--- src/rtl/dot_product_engine.sv ---
// Multi-lane dot-product engine (a.b per lane, optional old-output preload); DOT_PRODUCT_SAT_EN saturates written words.
// Latency vec_len+3 cycles start-to-done (+1 with load_old_output); no backpressure, start only taken in IDLE.
module dot_product_engine #(
  parameter int Addr_Width     = 4,
  parameter int Para_Deg       = 2,
  parameter int Data_Width_In  = 8,
  parameter int Data_Width_Out = 16,
  parameter int Acc_Width      = 2 * Data_Width_Out
) (
  input  logic                                 clk,
  input  logic                                 Comp_reset,
  input  logic                                 start,
  input  logic                                 load_old_output,
  input  logic [Addr_Width:0]                  vec_len,
  input  logic [Addr_Width-1:0]                in_base_addr,
  input  logic [Addr_Width-1:0]                out_addr,
  output logic                                 busy,
  output logic                                 done,
  output logic [2:0]                           state,
  output logic                                 in_rd_en,
  output logic [Addr_Width-1:0]                in_rd_addr,
  input  logic [Para_Deg*Data_Width_In-1:0]    in_rd_data_a,
  input  logic [Para_Deg*Data_Width_In-1:0]    in_rd_data_b,
  output logic                                 out_rd_en,
  output logic [Addr_Width-1:0]                out_rd_addr,
  input  logic [Para_Deg*Data_Width_Out-1:0]   out_rd_data,
  output logic                                 out_wr_en,
  output logic [Addr_Width-1:0]                out_wr_addr,
  output logic [Para_Deg*Data_Width_Out-1:0]   out_wr_data,
  output logic [Para_Deg*Acc_Width-1:0]        result
);

  localparam logic [2:0] IDLE     = 3'd0;
  localparam logic [2:0] LOAD_OLD = 3'd1;
  localparam logic [2:0] ISSUE    = 3'd2;
  localparam logic [2:0] DRAIN    = 3'd3;
  localparam logic [2:0] WRITE    = 3'd4;
  localparam logic [2:0] DONE     = 3'd5;

  localparam logic [Addr_Width:0]   CNT_ONE  = 1;
  localparam logic [Addr_Width:0]   CNT_ZERO = '0;
  localparam logic [Addr_Width-1:0] ADDR_ONE = 1;

  logic [Addr_Width:0]                      cnt_q;
  logic [Addr_Width-1:0]                    rd_addr_q;
  logic [Addr_Width-1:0]                    out_addr_q;
  logic                                     rd_vld_q;
  logic                                     old_vld_q;
  logic [Para_Deg-1:0][Acc_Width-1:0]       acc_q;
  logic [Para_Deg-1:0][2*Data_Width_In-1:0] prod;

  always_ff @(posedge clk or posedge Comp_reset) begin
    if (Comp_reset) begin
      state      <= IDLE;
      cnt_q      <= '0;
      rd_addr_q  <= '0;
      out_addr_q <= '0;
      rd_vld_q   <= 1'b0;
      old_vld_q  <= 1'b0;
    end else begin
      // SRAM data returns one cycle after the strobe; these flags mark that cycle.
      rd_vld_q  <= (state == ISSUE);
      old_vld_q <= (state == LOAD_OLD);
      case (state)
        IDLE: begin
          if (start) begin
            cnt_q      <= vec_len;
            rd_addr_q  <= in_base_addr;
            out_addr_q <= out_addr;
            if (load_old_output)       state <= LOAD_OLD;
            else if (vec_len != CNT_ZERO) state <= ISSUE;
            else                       state <= DRAIN;
          end
        end
        LOAD_OLD: state <= (cnt_q != CNT_ZERO) ? ISSUE : DRAIN;
        ISSUE: begin
          rd_addr_q <= rd_addr_q + ADDR_ONE;
          cnt_q     <= cnt_q - CNT_ONE;
          if (cnt_q == CNT_ONE) state <= DRAIN;
        end
        DRAIN:   state <= WRITE;
        WRITE:   state <= DONE;
        DONE:    state <= IDLE;
        default: state <= IDLE;
      endcase
    end
  end

  always_comb begin
    for (int i = 0; i < Para_Deg; i++) begin
      prod[i] = in_rd_data_a[i*Data_Width_In +: Data_Width_In] *
                in_rd_data_b[i*Data_Width_In +: Data_Width_In];
    end
  end

  always_ff @(posedge clk or posedge Comp_reset) begin
    if (Comp_reset) begin
      acc_q <= '0;
    end else if (state == IDLE && start) begin
      acc_q <= '0;
    end else if (old_vld_q) begin
      for (int i = 0; i < Para_Deg; i++)
        acc_q[i] <= Acc_Width'(out_rd_data[i*Data_Width_Out +: Data_Width_Out]);
    end else if (rd_vld_q) begin
      for (int i = 0; i < Para_Deg; i++)
        acc_q[i] <= acc_q[i] + Acc_Width'(prod[i]);
    end
  end

`ifdef DOT_PRODUCT_SAT_EN
  localparam logic [Acc_Width-1:0] WORD_MAX = Acc_Width'({Data_Width_Out{1'b1}});
`endif

  always_comb begin
    busy        = (state != IDLE);
    done        = (state == DONE);
    in_rd_en    = (state == ISSUE);
    in_rd_addr  = in_rd_en ? rd_addr_q : '0;
    out_rd_en   = (state == LOAD_OLD);
    out_rd_addr = out_rd_en ? out_addr_q : '0;
    out_wr_en   = (state == WRITE);
    out_wr_addr = out_wr_en ? out_addr_q : '0;
    out_wr_data = '0;
    result      = '0;
    for (int i = 0; i < Para_Deg; i++) begin
      result[i*Acc_Width +: Acc_Width] = acc_q[i];
      if (out_wr_en) begin
`ifdef DOT_PRODUCT_SAT_EN
        out_wr_data[i*Data_Width_Out +: Data_Width_Out] =
          (acc_q[i] > WORD_MAX) ? {Data_Width_Out{1'b1}} : acc_q[i][Data_Width_Out-1:0];
`else
        out_wr_data[i*Data_Width_Out +: Data_Width_Out] = acc_q[i][Data_Width_Out-1:0];
`endif
      end
    end
  end

endmodule

--- config.mk ---
export PLATFORM = sky130hd
export DESIGN_NAME = dot_product_engine
export DESIGN_NICKNAME = d
export VERILOG_FILES = /design/src/rtl/dot_product_engine.sv
export SDC_FILE = /design/constraint.sdc
export NUM_CORES = 1
export LEC_CHECK = 0
export CORE_MARGIN = 1
export CORE_UTILIZATION = 54
export CTS_CLUSTER_DIAMETER = 80
export DETAILED_ROUTE_END_ITERATION = 8
export GPL_TIMING_DRIVEN = 1
export PLACE_DENSITY = 0.94
export SLEW_MARGIN = 15
export SYNTH_ARGS = -nofsm -noshare
export SYNTH_HDL_FRONTEND = slang
export SYNTH_SLANG_ARGS = --single-unit
--- constraint.sdc ---
create_clock -name clk -period 5.93 [get_ports clk]
set_input_delay 1.186 -clock clk [delete_from_list [all_inputs] [get_ports clk]]
set_output_delay 1.186 -clock clk [all_outputs]
set_load 0.03 [all_outputs]
Word level (Yosys, flattened, before mapping)
Cells that the tools add are included.
Operators by class
  add/subtract/negate cells: 4
  $mul: 2
  equality and inequality tests: 8
  multiplexer cells: 18
  reductions and logical operators: 10
Operator list (count)
  $mux W64: 3
  $add A32 B16 Y32: 2
  $mul A8 B8 Y16: 2
  $mux W16: 2
  $mux W4: 4
  $pmux W3 S5: 1
  $pmux W5 S2: 1
  $reduce_bool A5 Y1: 2
  $pmux W4 S2: 1
  $eq A3 B2 Y1 const B: 2
  $eq A3 B3 Y1 const B: 2
  $mux W3: 2
  $reduce_and A2 Y1: 3
  $reduce_bool A3 Y1: 2
  $eq A5 B1 Y1 const B: 1
  $mux W5: 1
  $sub A5 B1 Y5 const B: 1
  $add A4 B1 Y4 const B: 1
  $eq A3 B1 Y1 const B: 1
  $logic_not A3 Y1: 1
  $mux W1: 2
  $mux W2: 1
  $ne A2 B1 Y1 const B: 1
  $ne A2 B2 Y1 const B: 1
  2 further kinds: 2
Storage, ports and cells
  bits in registers: 82
  input port bits: 81
  output and inout port bits: 116

Depth between registers and ports, before layout
Gate-level depths: netlist of the first run.
  depth after elaboration: 5
  depth in mapped cells: 18
  mapped depth without buffers: 17

Worst setup path before layout of the first run
OpenSTA, ideal clock, no wires.
  path type: input to register
  start: input in_rd_data_a[1]
  end: register acc_q (netlist bit result[21])
  arrival: 5.218 ns
  required time: 5.810 ns
  setup slack: 0.592 ns
  stages on the path: 13
  buffers on the path: 0
  cell sequence: and2_1 -> fa_1 -> fa_1 -> fa_1 -> inv_1 -> fa_1 -> inv_1 -> ha_1 -> a21o_1 -> or3_4 -> o211a_1 -> or3_4 -> a41o_2
Between the ends
  word-level cells in the longest chain between the ends: 5
Ends and longest elaborated chain
  from (decl): RTL line 22  | input logic [Para_Deg*Data_Width_In-1:0] in_rd_data_a,
  $mul A8 B8 Y16: RTL line 91  | prod[i] = in_rd_data_a[i*Data_Width_In +: Data_Width_In] *
  $add A32 B16 Y32: RTL line 106  | acc_q[i] <= acc_q[i] + Acc_Width'(prod[i]);
  $mux W64: RTL line 104  | end else if (rd_vld_q) begin
  $mux W64: RTL line 101  | end else if (old_vld_q) begin
  $mux W64: RTL line 99  | end else if (state == IDLE && start) begin
  to (signal, indexed assignment): RTL line 103  | acc_q[i] <= Acc_Width'(out_rd_data[i*Data_Width_Out +: Data_Width_Out]);
  to (signal, indexed assignment): RTL line 106
  to (decl): RTL line 49  | logic [Para_Deg-1:0][Acc_Width-1:0] acc_q;
No other way between the ends. The select of a mux whose other input is x is not followed.
A chain may end at the register's enable or synchronous reset.

Worst setup path after layout of the first run
  start: input in_rd_data_b[4]
  end: register acc_q (netlist bit result[27])
Between the ends
  word-level cells in the longest chain between the ends: 5
Ends and longest elaborated chain
  from (decl): RTL line 23  | input logic [Para_Deg*Data_Width_In-1:0] in_rd_data_b,
  $mul A8 B8 Y16: RTL line 91
  $add A32 B16 Y32: RTL line 106
  $mux W64: RTL line 104
  $mux W64: RTL line 101
  $mux W64: RTL line 99
No other way between the ends. The select of a mux whose other input is x is not followed.

==> results.txt, run 1 <==
Final weighted congestion in routability-driven placement - 0.937
Crit path cell chain - clkdlybuf4s50_1 > nand2_1 > fa_1 > inv_1 > fa_1 > fa_1 > inv_1 > fa_1 > inv_1 > ha_1 > a21o_1 > or3_4 > o211a_1 > or3_4 > a31o_1 > a21oi_2
Post-CTS Setup Inserts - 0
GRT met3 Usage - 5.47%
Power per Cell Area - 586 nW/um^2
Detail Route Antenna Nets - 0
Number of synthesized flops with an enable pin - 0
Max-slew violations - 0
Crit Path Class - input pin to flip-flop
Iter 0 DRT Violations - 795
Die H - 139 microns
Max incr delay on CP - 0.58 ns
Syn Inst Count - 1212
PnR worst setup slack - 0.150 ns
Clk root buf - clkbuf_16
IO buf count - 196
GRT Overall Usage - 31.7%
Critical Path Fanout Max - 6
Initial antenna violation count - 1
DRC viols - 37
Busiest grt layer - met2
Leak - 6.24 nW
RSZ-0062 raised after global routing - false
Syn_area_per_cell - 8.30 sq um
R2R setup slack - 1.24 ns
Sequential Power Share - 13.2%
Wire per inst - 17.7 microns
Slew HR - 27.8%
Worst-Margin Slew - 1.08 ns
# diodes - 0
Max VDD drop - 453 uV
Commonest non-fill, non-tap cell in the layout - inv_1
Util after Layout - 70.9%
Skew final - 0.0115 ns
Clock-pin slew on the worst setup and hold paths - 0.07 ns
Non-Filler Instances - 1661
Worst path bufs/invs - 4
Clock Sinks - 82
Final instance area - 12800 sq um
Most frequent cells in the layout - 204 x inv_1, 194 x clkdlybuf4s50_1, 130 x nand2_1
Global-route wire length before repair - 48500 microns
Worst-skew pair later-pin latency - 0.35 ns
CP max stage cell - clkdlybuf4s50_1
Final net count - 1693
Remaining global-route overflow - 0
WL final - 29300 microns
Internal Power - 3.66 mW
Worst path most repeated cell - fa_1
CTS tree - built
Number of synthesized register bits - 82
Final Hold Violating Endpoints - 0
Failing checks - DRC
Sw Ratio - 51.3%
Layout cells sized above 1 - 6.28%
Num ports - 197
Core region area - 18100 sq um
Vias in the first global route - 9995
CTS Buf Count - 9
Hold Path Class - flip-flop to flip-flop
Pre-CTS WS - -0.251 ns
Max Buffers Root-to-Sink - 2
Main synth FF type - dfrtp_1
Startpoint types - input pin
Status - complete, but fails checks
Met2 usage - 54.3%
Largest net degree at the start of global routing - 58
Area after DPL - 12500 sq um
DPL Wire Length - 22600 microns
FP Rows - 49
Sw Pwr - 3.86 mW
Starting density of the core - 55.6%
Syn. warnings - 0
Drt pass-1 iters - 7
Filler cells - 1334
CP top delay family - adder cells
Post-synth ARST share - 100%
H-tree depth - 3
Fin crit share - 97.5%
Final hold slack - 0.511 ns
Multi-input combinational cell area - 7080 sq um
DIE WIDTH - 139 microns
Placed Instances - 1645
CP required - 6.20 ns
Setup crit end kind - flip-flop
Drt via density - 5.77
Arrival @ worst endpoint - 6.05 ns
Final Critical Period - 5.78 ns
Synth Cell Area - 10100 sq um
Syn_nets - 1478
Reg area - 2050 sq um
Die area - 19200 sq um
Finish-stage setup viols - 0
Area Overhead vs Synth - 27.5%
Max Cap Violations - 0
Combinational share of power - 79.0%
Clock network power share - 7.8%
M1 GR Usage - 40.3%
Sequential element share of the synthesized area - 20.4%
Fmax - 173 MHz
Via count - 9580
Synth cell types - 64
==> power by group through the flow <==
stage / logic, mW / registers [mW] / clock network [mW]
2_1_floorplan: 3.81 / 1.15 / 0
3_3_place_gp: 5.54 / 0.984 / 0
3_5_place_dp: 5.84 / 0.996 / 0
4_1_cts: 5.88 / 0.988 / 0.596
5_1_grt: 6.60 / 1.01 / 0.621
6_report: 5.94 / 0.994 / 0.588
==> worst reg2reg max path: stages, from the launching register on <==
cell and delay [ns]:
dfrtp_1 0.45, inv_1 0.14, fa_1 0.54, inv_1 0.05
fa_1 0.51, inv_1 0.06, fa_1 0.48, fa_1 0.51
inv_1 0.05, ha_1 0.23, o31ai_1 0.57, a31oi_2 0.24
or2_2 0.35, a2bb2oi_1 0.22, mux2i_1 0.22
==> per-layer routing <==
| metal | part of all wire (%) | up-vias | routed length (microns) |
|---|---|---|---|
| met2 | 49 | 438 | 14400 |
| met3 | 7.8 | 64 | 2290 |
| li1 | - | 4384 | - |
| met4 | 2.7 | 0 | 803 |
| met5 | 0 | - | 0 |
| met1 | 41 | 4694 | 11900 |
==> flip-flops by register name, indices dropped and copies added (netlist names) <==
signal	count
result	64
state	3
old_vld_q	1
rd_addr_q	4
cnt_q	5
rd_vld_q	1
out_addr_q	4
==> path summary, 6_finish.rpt <==
kind	from	to	depth (start not counted)
setup / recovery	in_rd_data_b[4]	result[27]	16
hold / removal	rd_addr_q[3]	rd_addr_q[3]	2
setup reg to reg	result[38]	result[61]	14
hold reg to reg	rd_addr_q[3]	rd_addr_q[3]	2
max in group asynchronous	Comp_reset	rd_vld_q	3
min in group asynchronous	Comp_reset	result[29]	2
==> cell type report <==
| type | instances | share of cell area [%] |
|---|---|---|
| Tap cell | 229 | 2.23 |
| Clock buffer | 9 | 1.76 |
| Timing Repair Buffer | 245 | 18.2 |
| Inverter | 206 | 6.04 |
| Clock inverter | 7 | 0.575 |
| Multi-Input combinational cell | 883 | 55.2 |
| Sequential cell | 82 | 16.0 |
==> cell families (layout without fill, tap and decap cells) <==
kind of cell,after synthesis,after routing,share of synthesized area (%)
compound gates,214,214,13.3
xor+xnor,21,21,1.83
fa+ha+maj,185,185,30.5
buf+inv,247,467,9.49
flops,82,82,20.4
mux,21,21,2.11
simple gates,442,442,22.4
==> repair_timing <==
| action | 4_1_cts | 5_1_grt |
|---|---|---|
| hold buffers | 0 | 0 |
| endpoints found under the setup margin | 0 | 18 |
| gates resized for setup | 0 | 5 |
==> stage by stage <==
stage | TNS, ns | power [mW]
after floorplan | 0 | 4.96
after global placement | -0.941 | 6.52
after detailed placement | -3.21 | 6.83
after CTS | 0 | 7.46
after global routing | 0 | 8.24
final | 0 | 7.52
==> cells in the mapped netlist (8+ instances only) <==
cell type	n	area (sq um)
fa_1	100	2000
and2_1	123	769
a211oi_1	13	97.6
nand2_1	130	488
nor2_1	70	263
a31oi_1	8	50.1
a21oi_1	83	415
inv_1	205	769
or3_1	11	68.8
dfrtp_1	82	2050
nand3_1	24	120
o21ai_0	36	180
a21o_1	11	82.6
and3_1	10	62.6
ha_1	85	1060
o211ai_1	12	90.1
nor3_1	24	120
nand4_1	8	50.1
clkbuf_1	27	101
nand2b_1	8	50.1
mux2i_1	19	190
xnor2_1	14	123
Power figures use the tool's default switching activity.
==> inputs of run 2 (changes only) <==
--- a/config.mk
+++ b/config.mk
@@ -5,8 +5,10 @@
 export SDC_FILE = /design/constraint.sdc
 export NUM_CORES = 1
 export LEC_CHECK = 0
+export CELL_PAD_IN_SITES_DETAIL_PLACEMENT = 1
+export CELL_PAD_IN_SITES_GLOBAL_PLACEMENT = 1
 export CORE_MARGIN = 1
-export CORE_UTILIZATION = 54
+export CORE_UTILIZATION = 40
 export CTS_CLUSTER_DIAMETER = 80
 export DETAILED_ROUTE_END_ITERATION = 8
 export GPL_TIMING_DRIVEN = 1
==> run 2 against run 1 <==
  * The run now ends clean
  * Maximum frequency decreased by 1.2%
  * Sequential share of layout area decreased by 0.40 points
  * Power increased by 7.2%
  * Utilization decreased by 17 points
==> results.txt, run 2 (synthesized netlist as in run 1, its figures left out) <==
Final Hold Violating Endpoints - 0 (unchanged)
Setup_tns - 0 ns (unchanged)
Slew HR - 24.6% (-3.2 points)
Number of flip-flops in the largest register - 64 (unchanged)
IO buf count - 196 (unchanged)
Crit Path Class - input pin to flip-flop
CTS tree - built
Initial antenna violation count - 3 (+2)
Final hold slack - 0.522 ns (+0.0113 ns)
H-tree depth - 3 (unchanged)
Detail Route Antenna Nets - 0 (unchanged)
Worst hold start - out_addr_q[3]
Final net count - 1712 (+1.1%)
Hold Path Class - flip-flop to flip-flop
Area Overhead vs Synth - 30.7%
Critical Path Fanout Max - 5 (-1)
DR WL met2 - 18600 microns (+29%)
Crit. Startpoint - in_rd_data_b[3]
Fmax - 171 MHz (-1.2%)
Clock Sinks - 82 (unchanged)
Die area - 25800 sq um (+34%)
Commonest non-fill, non-tap cell in the layout - inv_1
Max-slew violations - 0 (unchanged)
DR top layer - met5
Drt via density - 5.56 (-3.6%)
Power per Cell Area - 613 nW/um^2 (+4.5%)
R2R setup slack - 1.27 ns (+0.03 ns)
Final weighted congestion in routability-driven placement - 0.857 (-8.6%)
Layout cells sized above 1 - 7.99% (+1.7 points)
Area after DPL - 12700 sq um (+1.8%)
Drt pass-1 iters - 5 (-2)
Met1 Routed Length - 14000 microns (+18%)
Overall power - 8.06 mW (+7.2%)
GRT Overall Usage - 28.7% (-3.0 points)
Starting density of the core - 41.1% (-15 points)
Arrival @ worst endpoint - 6.10 ns (+0.05 ns)
Global-route wire length before repair - 58100 microns (+20%)
WL final - 35700 microns (+22%)
Finish-stage setup viols - 0 (unchanged)
Core region area - 24500 sq um (+35%)
Skew final - 0.0132 ns (+0.00168 ns)
Iter 0 DRT Violations - 557 (-30%)
Placed Instances - 1754 (+6.6%)
DRC viols - 0 (-100%)
CTS Buf Count - 9 (unchanged)
Clk root buf - clkbuf_16
Met3 Wirelength - 1920 microns (-16%)
Final Critical Period - 5.85 ns (+0.0693 ns)
CP required - 6.18 ns (-0.02 ns)
FP Rows - 57 (+16%)
Max Cap Violations - 0 (unchanged)
Max incr delay on CP - 0.58 ns (about the same)
Vias in the first global route - 11100 (+11%)
Remaining global-route overflow - 0 (unchanged)
Most frequent cells in the layout - 204 x inv_1, 191 x clkdlybuf4s50_1, 130 x nand2_1
DPL Wire Length - 28500 microns (+26%)
Max Buffers Root-to-Sink - 2 (unchanged)
CP max stage cell - clkdlybuf4s50_1
Wire per inst - 20.1 microns (+14%)
Die H - 161 microns (+16%)
Num ports - 197 (unchanged)
Clock-pin slew on the worst setup and hold paths - 0.07 ns (about the same)
Setup crit end kind - flip-flop
Crit path cell chain - clkdlybuf4s50_1 > nand2_1 > fa_1 > inv_1 > fa_1 > fa_1 > inv_1 > fa_1 > inv_1 > ha_1 > a21o_1 > or3_4 > o211a_4 > or3_4 > a31o_1 > a21oi_2
Leak - 6.38 nW (+2.1%)
Worst R2R Start - result[7]
DIE WIDTH - 161 microns (+16%)
Worst-Margin Slew - 1.13 ns (+0.0476 ns)
Fin crit share - 98.6% (+1.2 points)
Worst-skew pair later-pin latency - 0.35 ns (about the same)
Status - finished clean
Final instance area - 13200 sq um (+2.5%)
Worst path most repeated cell - fa_1
Filler cells - 2889 (+120%)
Non-Filler Instances - 1776 (+6.9%)
Via count - 9875 (+3.1%)
Startpoint types - input pin
Max VDD drop - 327 uV (-28%)
Largest net degree at the start of global routing - 59 (+1.7%)
[run 2: cell count changes in the layout (fill, tap and decap cells not counted), sizes merged, moves of 2 or more]
cell           before  now
clkbuf              9   11
buf                49   68
clkdlybuf4s50     194  191
inv               207  205
dlymetal6s2s        2    5
[run 2: final cells by class]
| class | instances | area [sq um] | share of cell area, % |
|---|---|---|---|
| flip-flops and latches | 82 | 2050 | 15.6 |
| well taps | 324 | 405 | 3.08 |
| clock buffers | 11 | 243 | 1.85 |
| inverters | 206 | 774 | 5.89 |
| diodes | 1 | 2.50 | 0.0190 |
| repair buffers | 264 | 2480 | 18.9 |
| multi-input cells | 883 | 7130 | 54.2 |
| clock inverters | 5 | 61.3 | 0.466 |
[run 2: metrics by stage]
step / setup slack, ns / utilization, %
2_1_floorplan: 0.592 / -
3_3_place_gp: -0.120 / 52.1
3_5_place_dp: -0.404 / 52.1
4_1_cts: 0.0151 / 53.3
5_1_grt: -0.103 / 53.8
6_report: 0.0808 / 53.8
[run 2: path summary, 6_finish.rpt]
check	to	cells past startpoint
worst max-delay path	result[27]	16
worst min-delay path	out_addr_q[3]	2
worst max register to register	result[30]	17
worst min register to register	out_addr_q[3]	2
max in group asynchronous	rd_vld_q	3
min in group asynchronous	out_addr_q[2]	2
[run 2: worst max-delay path, delay by kind of cell]
kind	cells	cell delay, ns
buffers and inverters	4	0.74
AO/OA/AOI/OAI	4	0.82
AND/OR/NAND/NOR	3	0.88
adder cells (fa/ha/maj)	5	2.47
[run 2: what timing repair did]
| item | 4_1_cts | 5_1_grt |
|---|---|---|
| gates cloned | 0 | 0 |
| setup buffers | 0 | 5 |
| pin swaps | 0 | 5 |
| hold endpoints to repair | 0 | 0 |
| setup endpoints to repair | 3 | 26 |
| gates resized for setup | 1 | 16 |
| hold buffers | 0 | 0 |
[run 2: routing by layer]
metal,track usage (%),vias up
met5,0,-
li1,-,4413
met3,5.01,93
met2,51.4,367
met1,34.2,5000
met4,10.4,2
[run 2: where the power goes]
part | leakage, nW | total, mW | switching (mW) | internal (mW)
clock network | 0.150 | 0.601 | 0.259 | 0.341
logic | 5.17 | 6.43 | 3.71 | 2.73
registers | 1.05 | 1.02 | 0.260 | 0.765
